--- src/rtl/alu_sequencer.sv ---
// Command-level controller for the registered 8-bit ALU: runs single ops,
// 16-bit add/subtract with carry chaining and an 8x8 shift-add multiply.
module alu_sequencer #(
  parameter int unsigned MUL_STEPS = 8
) (
  input  logic        clk,
  input  logic        rst_n,
  input  logic        cmd_valid,
  output logic        cmd_ready,
  input  logic [1:0]  cmd_op,
  input  logic [2:0]  cmd_s,
  input  logic        cmd_cin,
  input  logic [15:0] cmd_a,
  input  logic [15:0] cmd_b,
  output logic        res_valid,
  input  logic        res_ready,
  output logic [15:0] res,
  output logic        res_cout,
  output logic        busy,
  output logic [7:0]  alu_a,
  output logic [7:0]  alu_b,
  output logic [2:0]  alu_s,
  output logic        alu_cin,
  input  logic [7:0]  alu_data,
  input  logic        alu_cout
);

  localparam int unsigned CNT_W = (MUL_STEPS > 1) ? $clog2(MUL_STEPS) : 1;
  localparam logic [1:0] OP_SINGLE = 2'b00;
  localparam logic [1:0] OP_ADD16  = 2'b01;
  localparam logic [1:0] OP_SUB16  = 2'b10;
  localparam logic [2:0] S_PASS_A  = 3'b000;
  localparam logic [2:0] S_ADD     = 3'b001;
  localparam logic [2:0] S_SUB     = 3'b010;

  typedef enum logic [2:0] {IDLE, PASS_LO, PASS_HI, MUL, DONE} state_t;

  state_t           state;
  logic [1:0]       op_q;
  logic [7:0]       a_hi_q, b_hi_q, lo_q;
  logic [7:0]       acc_q, mpl_q, mcd_q;
  logic [CNT_W-1:0] cnt_q;
  logic             phase_q;

  // Next multiply accumulator/multiplier after absorbing the current ALU result
  logic       mul_c_c;
  logic [7:0] mul_acc_c, mul_mpl_c;
  always_comb begin
    mul_c_c   = mpl_q[0] ? alu_cout : 1'b0;
    mul_acc_c = {mul_c_c, alu_data[7:1]};
    mul_mpl_c = {alu_data[0], mpl_q[7:1]};
  end

  always_ff @(posedge clk or negedge rst_n) begin
    if (!rst_n) begin
      state     <= IDLE;
      op_q      <= 2'b00;
      a_hi_q    <= 8'h00;
      b_hi_q    <= 8'h00;
      lo_q      <= 8'h00;
      acc_q     <= 8'h00;
      mpl_q     <= 8'h00;
      mcd_q     <= 8'h00;
      cnt_q     <= '0;
      phase_q   <= 1'b0;
      cmd_ready <= 1'b1;
      busy      <= 1'b0;
      res_valid <= 1'b0;
      res       <= 16'h0000;
      res_cout  <= 1'b0;
      alu_a     <= 8'h00;
      alu_b     <= 8'h00;
      alu_s     <= 3'b000;
      alu_cin   <= 1'b0;
    end else begin
      case (state)
        IDLE: begin
          if (cmd_valid) begin
            op_q      <= cmd_op;
            a_hi_q    <= cmd_a[15:8];
            b_hi_q    <= cmd_b[15:8];
            phase_q   <= 1'b0;
            cnt_q     <= '0;
            cmd_ready <= 1'b0;
            busy      <= 1'b1;
            alu_a     <= cmd_a[7:0];
            alu_b     <= cmd_b[7:0];
            state     <= PASS_LO;
            case (cmd_op)
              OP_SINGLE: begin
                alu_s   <= cmd_s;
                alu_cin <= cmd_cin;
              end
              OP_ADD16: begin
                alu_s   <= S_ADD;
                alu_cin <= 1'b0;
              end
              OP_SUB16: begin
                alu_s   <= S_SUB;
                alu_cin <= 1'b1;
              end
              default: begin
                acc_q   <= 8'h00;
                mpl_q   <= cmd_a[7:0];
                mcd_q   <= cmd_b[7:0];
                alu_a   <= 8'h00;
                alu_s   <= cmd_a[0] ? S_ADD : S_PASS_A;
                alu_cin <= 1'b0;
                state   <= MUL;
              end
            endcase
          end
        end
        PASS_LO: begin
          phase_q <= ~phase_q;
          if (phase_q) begin
            if (op_q == OP_SINGLE) begin
              res       <= {8'h00, alu_data};
              res_cout  <= alu_cout;
              res_valid <= 1'b1;
              state     <= DONE;
            end else begin
              // High byte reuses the same select, chaining the low carry
              lo_q    <= alu_data;
              alu_a   <= a_hi_q;
              alu_b   <= b_hi_q;
              alu_cin <= alu_cout;
              state   <= PASS_HI;
            end
          end
        end
        PASS_HI: begin
          phase_q <= ~phase_q;
          if (phase_q) begin
            res       <= {alu_data, lo_q};
            res_cout  <= alu_cout;
            res_valid <= 1'b1;
            state     <= DONE;
          end
        end
        MUL: begin
          phase_q <= ~phase_q;
          if (phase_q) begin
            acc_q <= mul_acc_c;
            mpl_q <= mul_mpl_c;
            if (cnt_q == CNT_W'(MUL_STEPS - 1)) begin
              res       <= {mul_acc_c, mul_mpl_c};
              res_cout  <= 1'b0;
              res_valid <= 1'b1;
              state     <= DONE;
            end else begin
              cnt_q   <= cnt_q + CNT_W'(1);
              alu_a   <= mul_acc_c;
              alu_b   <= mcd_q;
              alu_s   <= mpl_q[1] ? S_ADD : S_PASS_A;
              alu_cin <= 1'b0;
            end
          end
        end
        DONE: begin
          if (res_ready) begin
            res_valid <= 1'b0;
            cmd_ready <= 1'b1;
            busy      <= 1'b0;
            state     <= IDLE;
          end
        end
        default: begin
          state     <= IDLE;
          cmd_ready <= 1'b1;
          busy      <= 1'b0;
          res_valid <= 1'b0;
        end
      endcase
    end
  end

endmodule

--- config.mk ---
export PLATFORM = sky130hd
export DESIGN_NAME = alu_sequencer
export DESIGN_NICKNAME = d
export VERILOG_FILES = /design/src/rtl/alu_sequencer.sv
export SDC_FILE = /design/constraint.sdc
export NUM_CORES = 1
export LEC_CHECK = 0
export CAP_MARGIN = 20
export CORE_MARGIN = 3
export CORE_UTILIZATION = 40
export CTS_CLUSTER_SIZE = 10
export DETAILED_ROUTE_END_ITERATION = 10
export GPL_ROUTABILITY_DRIVEN = 0
export GPL_TIMING_DRIVEN = 0
export PLACE_DENSITY = 0.62
export SKIP_CTS_REPAIR_TIMING = 1
export SLEW_MARGIN = 20
export SYNTH_ARGS = -nofsm -noshare
export SYNTH_HDL_FRONTEND = slang
export SYNTH_SLANG_ARGS = --single-unit
--- constraint.sdc ---
create_clock -name clk -period 2.9 [get_ports clk]
set_clock_uncertainty 0.05 [all_clocks]
set_input_delay 0.58 -clock clk [delete_from_list [all_inputs] [get_ports clk]]
set_output_delay 0.58 -clock clk [all_outputs]
set_load 0.05 [all_outputs]
======== Word level (Yosys, flattened, before mapping) ========
Cells that the tools add are included.
storage, ports and cells
  output and inout bits ................... 40
  flip-flop bits (word level) ............. 89
  word-level logic and storage cells ...... 131
  input bits .............................. 51
cells by class
  add/subtract/negate cells ............... 1
  reduce and logical (&&, ||, !) cells .... 20
  bitwise logic cells ..................... 5
  eq/ne operators ......................... 17
  muxes and demuxes ....................... 70
operators by type and width
  cell                  count
  $mux W8               14
  $mux W16              5
  $pmux W16 S3          1
  $pmux W8 S3           2
  $mux W3               13
  $mux W1               22
  $ne A2 B2 Y1 const B  10
  $reduce_and A6 Y1     3
  $pmux W8 S2           1
  $pmux W3 S5           1
  $pmux W1 S3           4
  $pmux W3 S2           2
  $pmux W3 S3           1
  $reduce_and A3 Y1     3
  $reduce_and A4 Y1     2
  $reduce_and A7 Y1     1
  $eq A3 B2 Y1 const B  2
  $eq A3 B3 Y1 const B  2
  $reduce_bool A3 Y1    2
  $reduce_or A3 Y1      2
  $not A1 Y1            5
  $pmux W1 S5           1
  $logic_not A2 Y1      2
  $pmux W1 S2           2
  8 further kinds       10

======== Depth between registers and ports, before layout ========
  depth after elaboration ................. 5
  mapped depth ............................ 7
  gate-level depth less buffers ........... 6

======== Least setup slack after synthesis ========
No wires, ideal clock.
  path kind ............................... register -> register
  start ................................... register cnt_q[0]
  end ..................................... register alu_a[7]
  path buffers ............................ 2
  required time ........................... 2725 ps
  cell stages (with the launch flop) ...... 8
  library setup time ...................... 125 ps
  data arrival time ....................... 1876 ps
  slack ................................... 848 ps
  cells stage by stage .................... dfrtp_1 -> ha_1 -> ha_1 -> mux2_2 -> a221o_1 -> buf_6 -> buf_6 -> mux2_4
on the way
  longest elaborated chain between the ends .. 3
RTL lines
  item                                line  text
  start: declaration                  42    logic [CNT_W-1:0] cnt_q;
  start signal: assignment            152   cnt_q <= cnt_q + CNT_W'(1);
  $eq A3 B3 Y1                        146   if (cnt_q == CNT_W'(MUL_STEPS - 1)) begin
  $ne A2 B2 Y1 (no source line)       --
  $reduce_and A6 Y1 (no source line)  --
  end signal: assignment              86    alu_a <= cmd_a[7:0];
  end signal: assignment              125   alu_a <= a_hi_q;
  end signal: assignment              153   alu_a <= mul_acc_c;
  end: declaration                    20    output logic [7:0] alu_a,
Every way passes these cells.
A chain may end at the register's enable or synchronous reset.

======== Worst setup path after layout ========
  start ................................... input port cmd_valid
  end ..................................... register b_hi_q[7]
on the way
  longest elaborated chain between the ends .. 1
RTL lines
  item                                line  text
  start: declaration                  8     input logic cmd_valid,
  $reduce_and A2 Y1 (no source line)  --
  end signal: assignment              81    b_hi_q <= cmd_b[15:8];
  end: declaration                    40    logic [7:0] a_hi_q, b_hi_q, lo_q;
Every way passes these cells.

==> summary.txt <==
Logic synthesis
  – Most instantiated cells after synthesis: 88 x sky130_fd_sc_hd__dfrtp_1, 59 x sky130_fd_sc_hd__mux2_2, 39 x sky130_fd_sc_hd__mux2i_1
  – Post-synth design cell area: 4300 um2
  – Complex-gate fraction of the synthesized area: 0.104
  – Dominant combinational cell family by area after synthesis: multiplexers
  – Number of register bits inferred by synthesis: 89
  – Gate count of the mapped netlist: 369
  – Mean instance size in the synthesized netlist: 11.7 um2
  – Top flip-flop cell by instance count after synthesis: sky130_fd_sc_hd__dfrtp_1
  – Library cell with the highest instance count after synthesis: sky130_fd_sc_hd__dfrtp_1
  – Area leader, netlist: sky130_fd_sc_hd__dfrtp_1
  – Share of cell area taken by muxes after synthesis: 0.252
  – Post-synthesis share of cell area spent on xor and xnor gates: 0
  – Sequential-to-total area share from yosys stat: 0.518
  – Synthesized-area fraction occupied by and/or/nand/nor cells: 0.0820
  – Number of flops mapped to enable cells by yosys: 0
  – Area share of the leading cell type in the synthesized netlist: 0.512
  – Area share of fa/ha/maj cells after synthesis: 0.00582
  – Largest cells by area after synthesis: sky130_fd_sc_hd__dfrtp_1 51%, sky130_fd_sc_hd__mux2_2 15%, sky130_fd_sc_hd__mux2i_1 9.1%
  – Syn_nets: 422
  – Number of warning messages in the yosys log: 0
  – Async S/R FF share, synth: 1.00
  – Post-synth cell types: 41

Clocking
  – Clock H-tree levels: 3
  – Master cell of the clock root buffer: sky130_fd_sc_hd__clkbuf_8
  – Clock tree from TritonCTS: yes
  – Maximum buffer depth of the clock tree: 2
  – Clk slew on worst S/H paths: 0.09 ns
  – Worst skew pair latency: 0.34 ns
  – Number of clock sinks: 89
  – CTS buffer count: 9

Worst setup path
  – R2R depth: 5
  – Critical path class: primary input to register
  – Crit path arrival time: 2.73 ns
  – Launching element type of the critical path: primary input
  – Required @ worst endpoint: 3.08 ns
  – Critical path endpoint category: register
  – Worst Setup EP: b_hi_q[7]$_DFFE_PN0P_
  – Reg-to-reg startpoint: state[0]$_DFFE_PN0P_
  – Internal reg-to-reg setup slack: 0.55 ns
  – Worst Setup SP: cmd_valid
  – CP max FO: 10
  – Critical register-to-register path endpoint: b_hi_q[7]$_DFFE_PN0P_

Timing
  – Slew of the pin with the lowest slew margin: 1.01 ns
  – Max-slew headroom: 0.321
  – Final Hold Vio Count: 0
  – Count of pins over their slew limit: 0
  – Highest achievable clock rate: 0.392 GHz
  – Post-route setup TNS: 0 ns
  – Post-route minimum period: 2.55 ns
  – Tcrit/Tclk final: 0.880
  – Finish-stage setup viols: 0
  – Setup repair after global routing missed its margin: no

Run
  – Reported max-cap violation count: 0

Global routing
  – Overall global routing resource usage: 0.186
  – Number of antenna violations at the first check in global routing: 0
  – GRT Residual Overflow: 0
  – Largest net degree at the start of global routing: 48
  – Number of global-route vias before repair: 3,399
  – Wire length of the first global-routing pass: 17.3 mm

Finish
  – Share of layout cells above drive strength 1: 0.202
  – Final layout net count: 524
  – Post-synthesis to final-layout area growth: 30.9%
  – Utilization after layout: 0.543
  – Antenna diode instance count: 0

Route
  – Wire length per cell after detailed routing: 17.4 um
  – Number of remaining DRC errors: 0
  – Routed vias: 3,244
  – Routed via count divided by cell count: 5.30
  – Pre-antenna DRT Iters: 4
  – Number of nets with antenna violations after detailed routing: 0
  – Post-detailed-routing wire length: 10.7 mm
  – Drt first-iter violations: 94

Floorplanning
  – Chip height: 110 um
  – Die outline width: 110 um
  – Top-Level Pins: 91
  – Die ar.: 12,000 um2
  – Starting density of the core: 0.415
  – Number of standard-cell rows in the floorplan: 37
  – Core Region: 10,400 um2

Power
  – Pwr dens: 1190 nW/um2
  – Worst-case vdd ir drop: 0.465 mV
  – Leakage: 2.42 nW

Placed design
  – Count of input and output buffers: 90
  – Detailed Place HPWL: 8.01 mm

Run status
  – Status: finished clean

Worst hold path
  – Class of the tightest hold or removal check: primary input to async pin
[registers in the layout, summed over array words and instances, names as in the netlist, 2 cells and up]
signal	flops
a_hi_q	8
mcd_q	8
res	16
b_hi_q	8
mpl_q	8
alu_a	8
op_q	2
cnt_q	3
alu_s	3
alu_b	8
state	3
lo_q	8
[per-layer routing]
metal  track usage  share of wire  up-vias
met4        0.0552          0.014        0
met5             0              0        -
met3        0.0282          0.039       14
met2         0.304           0.49       76
li1              -              -     1524
met1         0.257           0.46     1630
[cell families after synthesis]
family	Yosys count
fa+ha+maj	2
mux	100
flops	89
compound gates	71
simple gates	71
buf+inv	36
[power breakdown]
part / leakage [nW] / switching [mW] / internal, mW
clock: 0.117 / 0.433 / 0.535
combinational: 1.21 / 2.10 / 1.46
sequential: 1.09 / 0.335 / 1.85
[per-stage QoR]
step | std cells | hold slack (ns) | cell area [um2] | setup slack (ns) | power (mW)
after floorplan | 369 | 0.234 | 4300 | 0.848 | 4.69
after CTS | 612 | 0.107 | 5630 | 0.300 | 6.78
after global routing | 612 | 0.116 | 5630 | 0.199 | 7.14
after detailed placement | 596 | 0.418 | 5400 | -0.0581 | 5.80
final | 612 | 0.0927 | 5630 | 0.348 | 6.71
after global placement | 595 | 0.408 | 5370 | -2.17 | 5.72
[final cells by class]
class	count	area, um2
clock buffer	12	155
fill	932	4740
multi-input combinational	244	1910
timing repair buffer	91	930
inverter	12	45.0
sequential	89	2230
clock inverter	4	73.8
buffer	24	118
tap	136	170
[placed cells by master, fill, tap and decap left out, types with 2 or more instances in the layout]
cell / instances
sky130_fd_sc_hd__nor2b_1: 3
sky130_fd_sc_hd__o2bb2ai_1: 9
sky130_fd_sc_hd__nand2_1: 27
sky130_fd_sc_hd__a22o_1: 2
sky130_fd_sc_hd__nor3_1: 2
sky130_fd_sc_hd__a21oi_1: 22
sky130_fd_sc_hd__buf_2: 10
sky130_fd_sc_hd__nor4_2: 2
sky130_fd_sc_hd__buf_6: 3
sky130_fd_sc_hd__bufinv_16: 2
sky130_fd_sc_hd__mux2_2: 59
sky130_fd_sc_hd__o31ai_1: 8
sky130_fd_sc_hd__nor2_1: 19
sky130_fd_sc_hd__nand3_1: 2
sky130_fd_sc_hd__dfrtp_1: 88
sky130_fd_sc_hd__clkbuf_1: 12
sky130_fd_sc_hd__and3_1: 3
sky130_fd_sc_hd__nand2b_1: 4
sky130_fd_sc_hd__inv_1: 12
sky130_fd_sc_hd__mux2i_1: 39
sky130_fd_sc_hd__mux2_4: 2
sky130_fd_sc_hd__clkdlybuf4s50_1: 89
sky130_fd_sc_hd__nand3b_1: 3
sky130_fd_sc_hd__o21ai_0: 20
sky130_fd_sc_hd__ha_1: 2
sky130_fd_sc_hd__clkbuf_8: 11
[how the worst min path moves through the flow]
stage,endpoint,slack [ns],cells past startpoint,startpoint
6_report,alu_b[7]$_DFFE_PN0P_,0.09,1,rst_n
5_1_grt,alu_b[7]$_DFFE_PN0P_,0.12,1,rst_n
4_1_cts,mcd_q[5]$_DFFE_PN0P_,0.11,1,rst_n
3_5_place_dp,cmd_ready$_DFFE_PN1P_,0.42,2,cmd_ready$_DFFE_PN1P_
3_3_place_gp,cmd_ready$_DFFE_PN1P_,0.41,2,cmd_ready$_DFFE_PN1P_
2_1_floorplan,a_hi_q[0]$_DFFE_PN0P_,0.23,0,rst_n
[worst max-delay path, cell delays in order]
cell and delay [ns]:
sky130_fd_sc_hd__clkdlybuf4s50_1 0.57, sky130_fd_sc_hd__nand2b_1 0.15, sky130_fd_sc_hd__nor3_2 0.65, sky130_fd_sc_hd__buf_2 0.41
sky130_fd_sc_hd__mux2_2 0.37
(Power assumes the default switching activity.)
